==> config.mk <==
export PLATFORM = sky130hd
export DESIGN_NAME = alu_mc
export DESIGN_NICKNAME = d
export VERILOG_FILES = /design/src/rtl/alu_pkg.sv /design/src/rtl/alu_mul_seq.sv /design/src/rtl/alu_mc.sv
export SDC_FILE = /design/constraint.sdc
export NUM_CORES = 1
export LEC_CHECK = 0
export BUFFER_PORTS_ARGS = -buffer_cell sky130_fd_sc_hd__buf_2
export CELL_PAD_IN_SITES_DETAIL_PLACEMENT = 0
export CELL_PAD_IN_SITES_GLOBAL_PLACEMENT = 1
export CORE_UTILIZATION = 49
export DETAILED_ROUTE_END_ITERATION = 10
export HOLD_SLACK_MARGIN = 0.06
export PLACE_DENSITY = 0.95
export SLEW_MARGIN = 20
export SYNTH_ARGS = -nofsm -noshare
export SYNTH_HDL_FRONTEND = slang
export SYNTH_HIERARCHICAL = 1
export SYNTH_SLANG_ARGS = --single-unit
==> constraint.sdc <==
create_clock -name clk -period 5.15 [get_ports clk]
set_clock_uncertainty 0.2 [all_clocks]
set_input_delay 0.515 -clock clk [delete_from_list [all_inputs] [get_ports clk]]
set_output_delay 0.515 -clock clk [all_outputs]
set_load 0.05 [all_outputs]
==> src/rtl/alu_pkg.sv <==
// Shared opcode and FSM encodings for the multi-cycle ALU.
package alu_pkg;

    typedef enum logic [3:0] {
        OP_ADD = 4'd0,
        OP_SUB = 4'd1,
        OP_AND = 4'd2,
        OP_OR  = 4'd3,
        OP_XOR = 4'd4,
        OP_NOT = 4'd5,
        OP_ADC = 4'd6,
        OP_SHL = 4'd8,
        OP_SHR = 4'd9,
        OP_MUL = 4'd10
    } alu_op_t;

    typedef enum logic {
        IDLE     = 1'b0,
        MUL_BUSY = 1'b1
    } state_t;

    // Result driven for opcodes 7 and 11..15; sliced to WIDTH by the user.
    localparam logic [31:0] ILLEGAL_RESULT = '0;

endpackage

==> src/rtl/alu_mul_seq.sv <==
// Iterative shift-add multiplier: one multiplier bit per clock, done pulses
// for one cycle once the full 2*WIDTH product sits in product.
module alu_mul_seq #(
    parameter int WIDTH = 8
) (
    input  logic                 clk,
    input  logic                 rst,
    input  logic                 start,
    input  logic [WIDTH-1:0]     a,
    input  logic [WIDTH-1:0]     b,
    output logic                 done,
    output logic [2*WIDTH-1:0]   product
);

    localparam int CW = $clog2(WIDTH + 1);
    localparam logic [CW-1:0] LAST = CW'(WIDTH - 1);

    logic                 busy;
    logic [CW-1:0]        count;
    logic [2*WIDTH-1:0]   acc;
    logic [2*WIDTH-1:0]   mcand;
    logic [WIDTH-1:0]     mplier;

    assign product = acc;

    always_ff @(posedge clk) begin
        if (rst) begin
            busy   <= 1'b0;
            done   <= 1'b0;
            count  <= '0;
            acc    <= '0;
            mcand  <= '0;
            mplier <= '0;
        end else begin
            done <= 1'b0;
            if (start) begin
                busy   <= 1'b1;
                count  <= '0;
                acc    <= '0;
                mcand  <= {{WIDTH{1'b0}}, a};
                mplier <= b;
            end else if (busy) begin
                if (mplier[0]) begin
                    acc <= acc + mcand;
                end
                mcand  <= {mcand[2*WIDTH-2:0], 1'b0};
                mplier <= {1'b0, mplier[WIDTH-1:1]};
                count  <= count + 1'b1;
                // The final iteration's accumulate lands together with done.
                if (count == LAST) begin
                    busy <= 1'b0;
                    done <= 1'b1;
                end
            end
        end
    end

endmodule

==> src/rtl/alu_mc.sv <==
// Multi-cycle ALU with valid/ready handshake: single-cycle ops load the
// output register at the accept edge, MUL runs through alu_mul_seq.
module alu_mc
    import alu_pkg::*;
#(
    parameter int WIDTH = 8
) (
    input  logic             clk,
    input  logic             rst,
    input  logic             in_valid,
    output logic             in_ready,
    input  logic [WIDTH-1:0] A,
    input  logic [WIDTH-1:0] B,
    input  logic [3:0]       alu_sel,
    output logic             out_valid,
    input  logic             out_ready,
    output logic [WIDTH-1:0] alu_out,
    output logic             carry_out,
    output logic             zero,
    output logic             negative,
    output logic             overflow
);

    localparam int MSB = WIDTH - 1;

    state_t               state;
    logic                 carry_reg;
    logic                 accept;
    logic                 mul_start;
    logic                 mul_done;
    logic [2*WIDTH-1:0]   mul_product;
    logic [WIDTH:0]       sum_ext;
    logic [WIDTH-1:0]     comb_res;
    logic                 comb_c;
    logic                 comb_v;

    assign in_ready  = (state == IDLE) && (!out_valid || out_ready);
    assign accept    = in_valid && in_ready;
    assign mul_start = accept && (alu_sel == OP_MUL);
    assign zero      = (alu_out == '0);
    assign negative  = alu_out[MSB];

    alu_mul_seq #(
        .WIDTH(WIDTH)
    ) u_mul (
        .clk     (clk),
        .rst     (rst),
        .start   (mul_start),
        .a       (A),
        .b       (B),
        .done    (mul_done),
        .product (mul_product)
    );

    always_comb begin
        sum_ext  = '0;
        comb_res = '0;
        comb_c   = 1'b0;
        comb_v   = 1'b0;
        case (alu_sel)
            OP_ADD, OP_ADC: begin
                sum_ext  = {1'b0, A} + {1'b0, B}
                         + {{WIDTH{1'b0}}, (alu_sel == OP_ADC) && carry_reg};
                comb_res = sum_ext[WIDTH-1:0];
                comb_c   = sum_ext[WIDTH];
                comb_v   = (A[MSB] == B[MSB]) && (comb_res[MSB] != A[MSB]);
            end
            OP_SUB: begin
                comb_res = A - B;
                comb_c   = (A < B);
                comb_v   = (A[MSB] != B[MSB]) && (comb_res[MSB] != A[MSB]);
            end
            OP_AND: comb_res = A & B;
            OP_OR:  comb_res = A | B;
            OP_XOR: comb_res = A ^ B;
            OP_NOT: comb_res = ~A;
            OP_SHL: begin
                comb_res = {A[MSB-1:0], 1'b0};
                comb_c   = A[MSB];
            end
            OP_SHR: begin
                comb_res = {1'b0, A[MSB:1]};
                comb_c   = A[0];
            end
            default: comb_res = ILLEGAL_RESULT[WIDTH-1:0];
        endcase
    end

    always_ff @(posedge clk) begin
        if (rst) begin
            state     <= IDLE;
            out_valid <= 1'b0;
            alu_out   <= '0;
            carry_out <= 1'b0;
            overflow  <= 1'b0;
            carry_reg <= 1'b0;
        end else begin
            // A load later in this block overrides the consume-clear.
            if (out_valid && out_ready) begin
                out_valid <= 1'b0;
            end
            case (state)
                IDLE: begin
                    if (accept) begin
                        if (alu_sel == OP_MUL) begin
                            state <= MUL_BUSY;
                        end else begin
                            alu_out   <= comb_res;
                            carry_out <= comb_c;
                            overflow  <= comb_v;
                            carry_reg <= comb_c;
                            out_valid <= 1'b1;
                        end
                    end
                end
                MUL_BUSY: begin
                    if (mul_done) begin
                        alu_out   <= mul_product[WIDTH-1:0];
                        carry_out <= |mul_product[2*WIDTH-1:WIDTH];
                        overflow  <= 1'b0;
                        carry_reg <= |mul_product[2*WIDTH-1:WIDTH];
                        out_valid <= 1'b1;
                        state     <= IDLE;
                    end
                end
            endcase
        end
    end

endmodule
==> metrics.md, run 1 <==
| Metric | Value |
|---|---|
| Setup Buffers After CTS | 0 |
| DR iter-0 viols | 311 |
| Via/cell ratio | 5.99 |
| Antenna viol nets, final | 0 |
| Setup crit start | alu_sel[1] |
| Kind of critical path | input port to register |
| Compound-Gate Fraction of Synth Area | 0.264 |
| CTS sink cnt | 58 |
| Hold buffer count at cts | 0 |
| Setup TNS | 0 ns |
| Simple-Gate Fraction of Synth Area | 0.217 |
| Crit path depth | 12 |
| Mapped Nets | 662 |
| HP Class | input port to register |
| Slowest CP cell | fa_1 |
| Most common cell after layout, fill and taps aside | nor2_1 |
| Status | finished, final reports clean |
| Buf/Inv on CP | 1 |
| R2R Path End | u_mul/product[10] |
| CP max stage delay | 0.44 ns |
| Hold Slack | 0.262 ns |
| Pleak | 0.00216 uW |
| Area Growth Syn to Fin | 9.80% |
| Gr usage total | 0.281 |
| Post-DP HPWL | 9.92 mm |
| Die height | 99.5 um |
| DRC violations left | 0 |
| Avg Inst Size Synth | 7.85 um^2 |
| FF/Latch Area | 1160 um^2 |
| Full die area | 9910 um^2 |
| Reg2Reg Depth | 8 |
| Slew Viols, Final | 0 |
| Cell at the root of the clock tree | clkbuf_8 |
| RSZ-0062 raised after global routing | false |
| Vias in the first global route | 4,265 |
| Initial DRT Pass Iterations | 6 |
| Startpoint types | input port |
| Clock slew at reported path FFs | 0.07 ns |
| Row count | 35 |
| Largest family of logic cells by synthesized area | compound AO/OA/AOI/OAI gates |
| Post_cts resized | 0 |
| Worst slew pin tran | 0.931 ns |
| Final hold vios | 0 |
| WP data required | 5.20 ns |
| Maximum fanout along the worst path | 20 |
| # nets final | 676 |
| Congestion Overflow GR | 0 |
| Tcrit/Tclk final | 0.636 |
| DRT Wirelength | 13.3 mm |
| Avg WL per Cell | 17.9 um |
| Initial Util | 0.504 |
| Warnings from Yosys | 6 |
| Later-pin clock latency in the skew report | 0.34 ns |
| R2r startpoint | u_mul/product[0] |
| Share of layout cells above drive strength 1 | 0.116 |
| Max Cap Viol | 0 |
| Fill cells | 864 |
| Io pins | 38 |
| Commonest non-fill, non-tap cells in the layout | nor2_1, a21oi_1, dfxtp_1 |
| Crit. End Element | register |
| Crit path cell chain | buf_2 > nor2b_1 > and2_1 > nand3_1 > fa_1 > fa_1 > nor2b_1 > o211ai_1 > a21oi_1 > o21ai_0 > a311o_1 > a211oi_2 |
| Slew headroom | 0.380 |
| Synthesized flop and latch total | 58 |
| Minimum clock period | 3.27 ns |
| Largest delay contributor family on the critical path | adder cells |
| First-pass GRT wire length | 21.9 mm |
| CTS tree | done |
| Core footprint | 9240 um^2 |
| Ys async rst share | 0 |
| Multiplexer share of the synthesized area | 0.0628 |
| Post-synth top flop | dfxtp_1 |
| CP arrival | 3.33 ns |
| IO Port Bufs | 37 |
| Inserted Diodes | 0 |
| Final setup fails | 0 |
| Largest net degree at the start of global routing | 36 |
| Adder-Cell Fraction of Synth Area | 0.125 |
| Yosys cell types | 75 |
| Clock buffer depth | 2 |
| Pwr Density | 245 nW/um^2 |
| Num CTS Buffers | 9 |
| Achievable frequency | 0.305 GHz |
| Post-synth EDFFs | 0 |
| Chip width | 99.5 um |
| Initial antenna violation count | 0 |
| Xor-xnor portion of the synthesized cell area | 0.0244 |
| FF-to-FF setup slack | 2.32 ns |
| Final Wtd Congestion | 0.933 |
| Worst Setup EP | carry_reg |
| Vias post-DR | 4,445 |
| Synthesized instance count | 594 |
| Area of the multi-input gates | 3230 um^2 |
| Max VDD drop | 0.193 mV |
| Register area share after synthesis | 0.249 |
| Htree depth | 3 |
| Post-Synthesis Cell Area | 4660 um^2 |
## kinds of logic after synthesis
logic type	count (synthesis)
AO/OA/AOI/OAI	176
XOR/XNOR	13
multiplexers	29
flip-flops	58
adder cells (fa/ha/maj)	44
AND/OR/NAND/NOR	208
buffers and inverters	66
## worst min-delay path by stage
| stage | start | end | slack [ns] | depth (start not counted) |
|---|---|---|---|---|
| 2_1_floorplan | u_mul/count[3] | u_mul/done | 0.23 | 1 |
| 3_3_place_gp | u_mul/count[3] | u_mul/done | 0.25 | 1 |
| 3_5_place_dp | u_mul/count[3] | u_mul/done | 0.26 | 1 |
| 4_1_cts | B[2] | u_mul/mplier[2] | 0.26 | 3 |
| 5_1_grt | B[5] | u_mul/mplier[5] | 0.29 | 3 |
| 6_report | B[2] | u_mul/mplier[2] | 0.26 | 3 |
## synthesized netlist by cell type, types with 3 or more instances
library cell | instances | area (um^2)
nor2_1 | 82 | 308
a21oi_1 | 59 | 295
dfxtp_1 | 58 | 1160
ha_1 | 40 | 500
nand2_1 | 36 | 135
inv_1 | 29 | 109
mux2i_1 | 27 | 270
clkbuf_1 | 24 | 90.1
o21ai_0 | 20 | 100
nor2b_1 | 15 | 93.8
a211oi_1 | 14 | 105
nand3_1 | 13 | 65.1
xnor2_1 | 11 | 96.3
nor4_1 | 9 | 56.3
a21o_1 | 8 | 60.1
nand2b_1 | 8 | 50.1
nor3_1 | 8 | 40.0
o22ai_1 | 8 | 50.1
and3_1 | 7 | 43.8
a221o_1 | 6 | 60.1
buf_2 | 6 | 30.0
or4_1 | 5 | 37.5
a32oi_1 | 4 | 35.0
and2_1 | 4 | 25.0
fa_1 | 4 | 80.1
o21a_1 | 4 | 30.0
o221ai_1 | 4 | 35.0
a22oi_1 | 3 | 22.5
a31oi_1 | 3 | 18.8
buf_1 | 3 | 11.3
nor3b_1 | 3 | 22.5
o211ai_1 | 3 | 22.5
o31ai_1 | 3 | 22.5
or2_2 | 3 | 18.8
## per-stage QoR
| step | setup WS, ns | util | power [uW] | std cells | instance area (um^2) |
|---|---|---|---|---|---|
| 6_report | 1.88 | 0.554 | 1250 | 742 | 5120 |
| 5_1_grt | 1.66 | 0.554 | 1300 | 742 | 5120 |
| 4_1_cts | 1.93 | 0.554 | 1260 | 742 | 5120 |
| 2_1_floorplan | 1.99 | - | 650 | 594 | 4660 |
| 3_5_place_dp | 1.58 | 0.526 | 721 | 726 | 4860 |
| 3_3_place_gp | 1.67 | 0.526 | 722 | 726 | 4860 |
## layer usage
layer	wire, um	part of all wire	up-vias	GRT usage
met4	321	0.024	0	0.0814
met2	6260	0.47	148	0.460
met1	6040	0.46	2075	0.383
met5	0	0	-	0
met3	651	0.049	22	0.0450
li1	-	-	2200	-
## power breakdown
part	switching (uW)	internal (uW)
Combinational	169	82.2
Sequential	8.36	457
Clock	189	348
Total	366	887
## layout make-up
type	instances	share of cell area
sequential	58	0.227
tap	129	0.0315
multi-input combinational	470	0.631
timing repair buffer	39	0.0391
clock inverter	4	0.0191
clock buffer	12	0.0303
inverter	30	0.0220
## worst register-to-register path, stage by stage (launching register included)
cell       delay, ns
dfxtp_1         0.34
ha_1            0.26
fa_1            0.46
a211o_1         0.38
a2111oi_4       0.41
nor2_2          0.10
a31oi_1         0.24
nor4_1          0.07
a211o_1         0.28
Power figures use the tool's default switching activity.
==> inputs of run 2 (changes only) <==
Settings changed: CORE_UTILIZATION 49 to 41, PLACE_DENSITY 0.95 to 0.86.
Clock period 5.15 ns to 2.85 ns, I/O delays scaled along.
==> run 2 against run 1 <==
Against the previous run:
- wire length grew 5.2%
- non-clock buffer count up 32
- sequential share of layout area shrank 1.4 points
- cell count rose by 5.7%
- global-route usage down 3.1 points
- sequential power is 80% higher
- design area grew 6.5%
==> metrics.md, run 2 (same netlist as run 1, synthesis figures left out) <==
| Metric | Value |
|---|---|
| Status | finished, final reports clean |
| Core footprint | 10,900 um^2 |
| Htree depth | 3 |
| Initial DRT Pass Iterations | 5 |
| Area Growth Syn to Fin | 16.9% |
| Slew Viols, Final | 0 |
| Crit path cell chain | dlygate4sd3_1 > buf_2 > inv_1 > ha_1 > buf_4 > o311a_1 > a21oi_1 > or4_1 > a311o_1 > a211oi_2 |
| Switching share of total power | 0.293 |
| Initial antenna violation count | 0 |
| Final setup fails | 0 |
| Gr usage total | 0.250 |
| Inserted Diodes | 0 |
| Chip width | 109 um |
| Congestion Overflow GR | 0 |
| WP data required | 2.90 ns |
| RSZ-0062 raised after global routing | false |
| Commonest non-fill, non-tap cells in the layout | nor2_1, a21oi_1, dfxtp_1 |
| Clock slew at reported path FFs | 0.05 ns |
| Largest net degree at the start of global routing | 34 |
| Largest delay contributor family on the critical path | buffers and inverters |
| Startpoint types | input port |
| Die height | 109 um |
| Worst slew pin tran | 0.579 ns |
| Slowest CP cell | dlygate4sd3_1 |
| Clock share of power | 0.444 |
| Maximum fanout along the worst path | 7 |
| Reg2Reg Depth | 8 |
| Kind of critical path | input port to register |
| Final hold vios | 0 |
| Worst hold stages | 3 |
| First-pass GRT wire length | 22.7 mm |
| Minimum clock period | 2.74 ns |
| Switch Pwr | 707 uW |
| CTS tree | done |
| Crit. End Element | register |
| Buf/Inv on CP | 4 |
| Initial Util | 0.426 |
| FF-to-FF setup slack | 0.13 ns |
| Via/cell ratio | 5.89 |
| Hold Slack | 0.0906 ns |
| Row count | 38 |
| CP arrival | 2.79 ns |
| Achievable frequency | 0.365 GHz |
| DR iter-0 viols | 276 |
| P_int | 1700 uW |
| Max VDD drop | 0.329 mV |
| # nets final | 708 |
| Cell at the root of the clock tree | clkbuf_16 |
| Pleak | 0.00233 uW |
| Later-pin clock latency in the skew report | 0.33 ns |
| Vias in the first global route | 4,461 |
| Setup TNS | 0 ns |
| DRC violations left | 0 |
| Io pins | 38 |
| Slew headroom | 0.613 |
| Avg WL per Cell | 17.8 um |
| Clock buffer depth | 2 |
| DRT Wirelength | 14.0 mm |
| Max Cap Viol | 0 |
| Crit path depth | 10 |
| Sequential share of power | 0.348 |
| Num CTS Buffers | 9 |
| Full die area | 11,800 um^2 |
| Share of layout cells above drive strength 1 | 0.155 |
| IO Port Bufs | 37 |
| Pwr Density | 442 nW/um^2 |
| CTS sink cnt | 58 |
| Final Wtd Congestion | 0.973 |
| Vias post-DR | 4,620 |
| HP Class | input port to register |
| Antenna viol nets, final | 0 |
| Tcrit/Tclk final | 0.962 |
| CP max stage delay | 0.52 ns |
| Post-DP HPWL | 10.7 mm |
| Most common cell after layout, fill and taps aside | nor2_1 |
| Logic gate share of total power | 0.208 |
-- run 2: cell types whose count changed in the layout (fill, tap and decap cells not counted), sizes merged --
cell | previous run | this run
bufinv | 3 | 1
dlygate4sd3 | 0 | 7
clkinvlp | 1 | 0
clkinv | 0 | 2
buf | 39 | 64
-- run 2: timing repair --
action                                  4_1_cts  5_1_grt
hold buffers                                  7        0
endpoints found under the setup margin        0        3
gates resized for setup                       0        5
hold endpoints to repair                      8        0
buffers inserted                              0        0
-- run 2: through the flow --
| step | instances | area (um^2) | power (uW) | util | setup WS, ns |
|---|---|---|---|---|---|
| floorplan | 594 | 4670 | 1180 | - | -0.0131 |
| global placement | 762 | 5070 | 1340 | 0.464 | 0.0183 |
| detailed placement | 762 | 5070 | 1340 | 0.464 | -0.0437 |
| CTS | 784 | 5430 | 2420 | 0.496 | 0.0293 |
| global route | 784 | 5450 | 2500 | 0.498 | 0.0139 |
| finish | 784 | 5450 | 2410 | 0.498 | 0.107 |
-- run 2: final cells by class --
cell class,instances,area [um^2]
clock inverter,3,40.0
timing repair buffer,71,458
clock buffer,12,246
sequential,58,1160
tap,140,175
inverter,30,113
fill,1061,5490
multi-input combinational,470,3250
-- run 2: routing by layer --
metal  wire [um]  track usage  vias up
li1            -            -     2256
met1        6110        0.314     2176
met2        6580        0.413      153
met3         771       0.0466       35
met4         512        0.117        0
met5           0            0        -
-- run 2: final timing paths --
path                                          end         startpoint
worst max-delay path                    carry_reg               B[4]
worst min-delay path              u_mul/mplier[7]               B[7]
worst max register to register  u_mul/product[10]   u_mul/product[0]
worst min register to register  u_mul/product[15]  u_mul/product[15]
-- run 2: power by group through the flow --
stage / Sequential (uW) / Combinational [uW] / Clock (uW)
after detailed placement: 856 / 481 / 0
final: 839 / 500 / 1070
after global placement: 856 / 482 / 0
after global routing: 841 / 544 / 1120
after CTS: 839 / 489 / 1090
after floorplan: 890 / 286 / 0
-- run 2: worst min-delay path: stages --
cell and delay, ns:
buf_2 0.14, a21oi_1 0.08, nor2_1 0.08
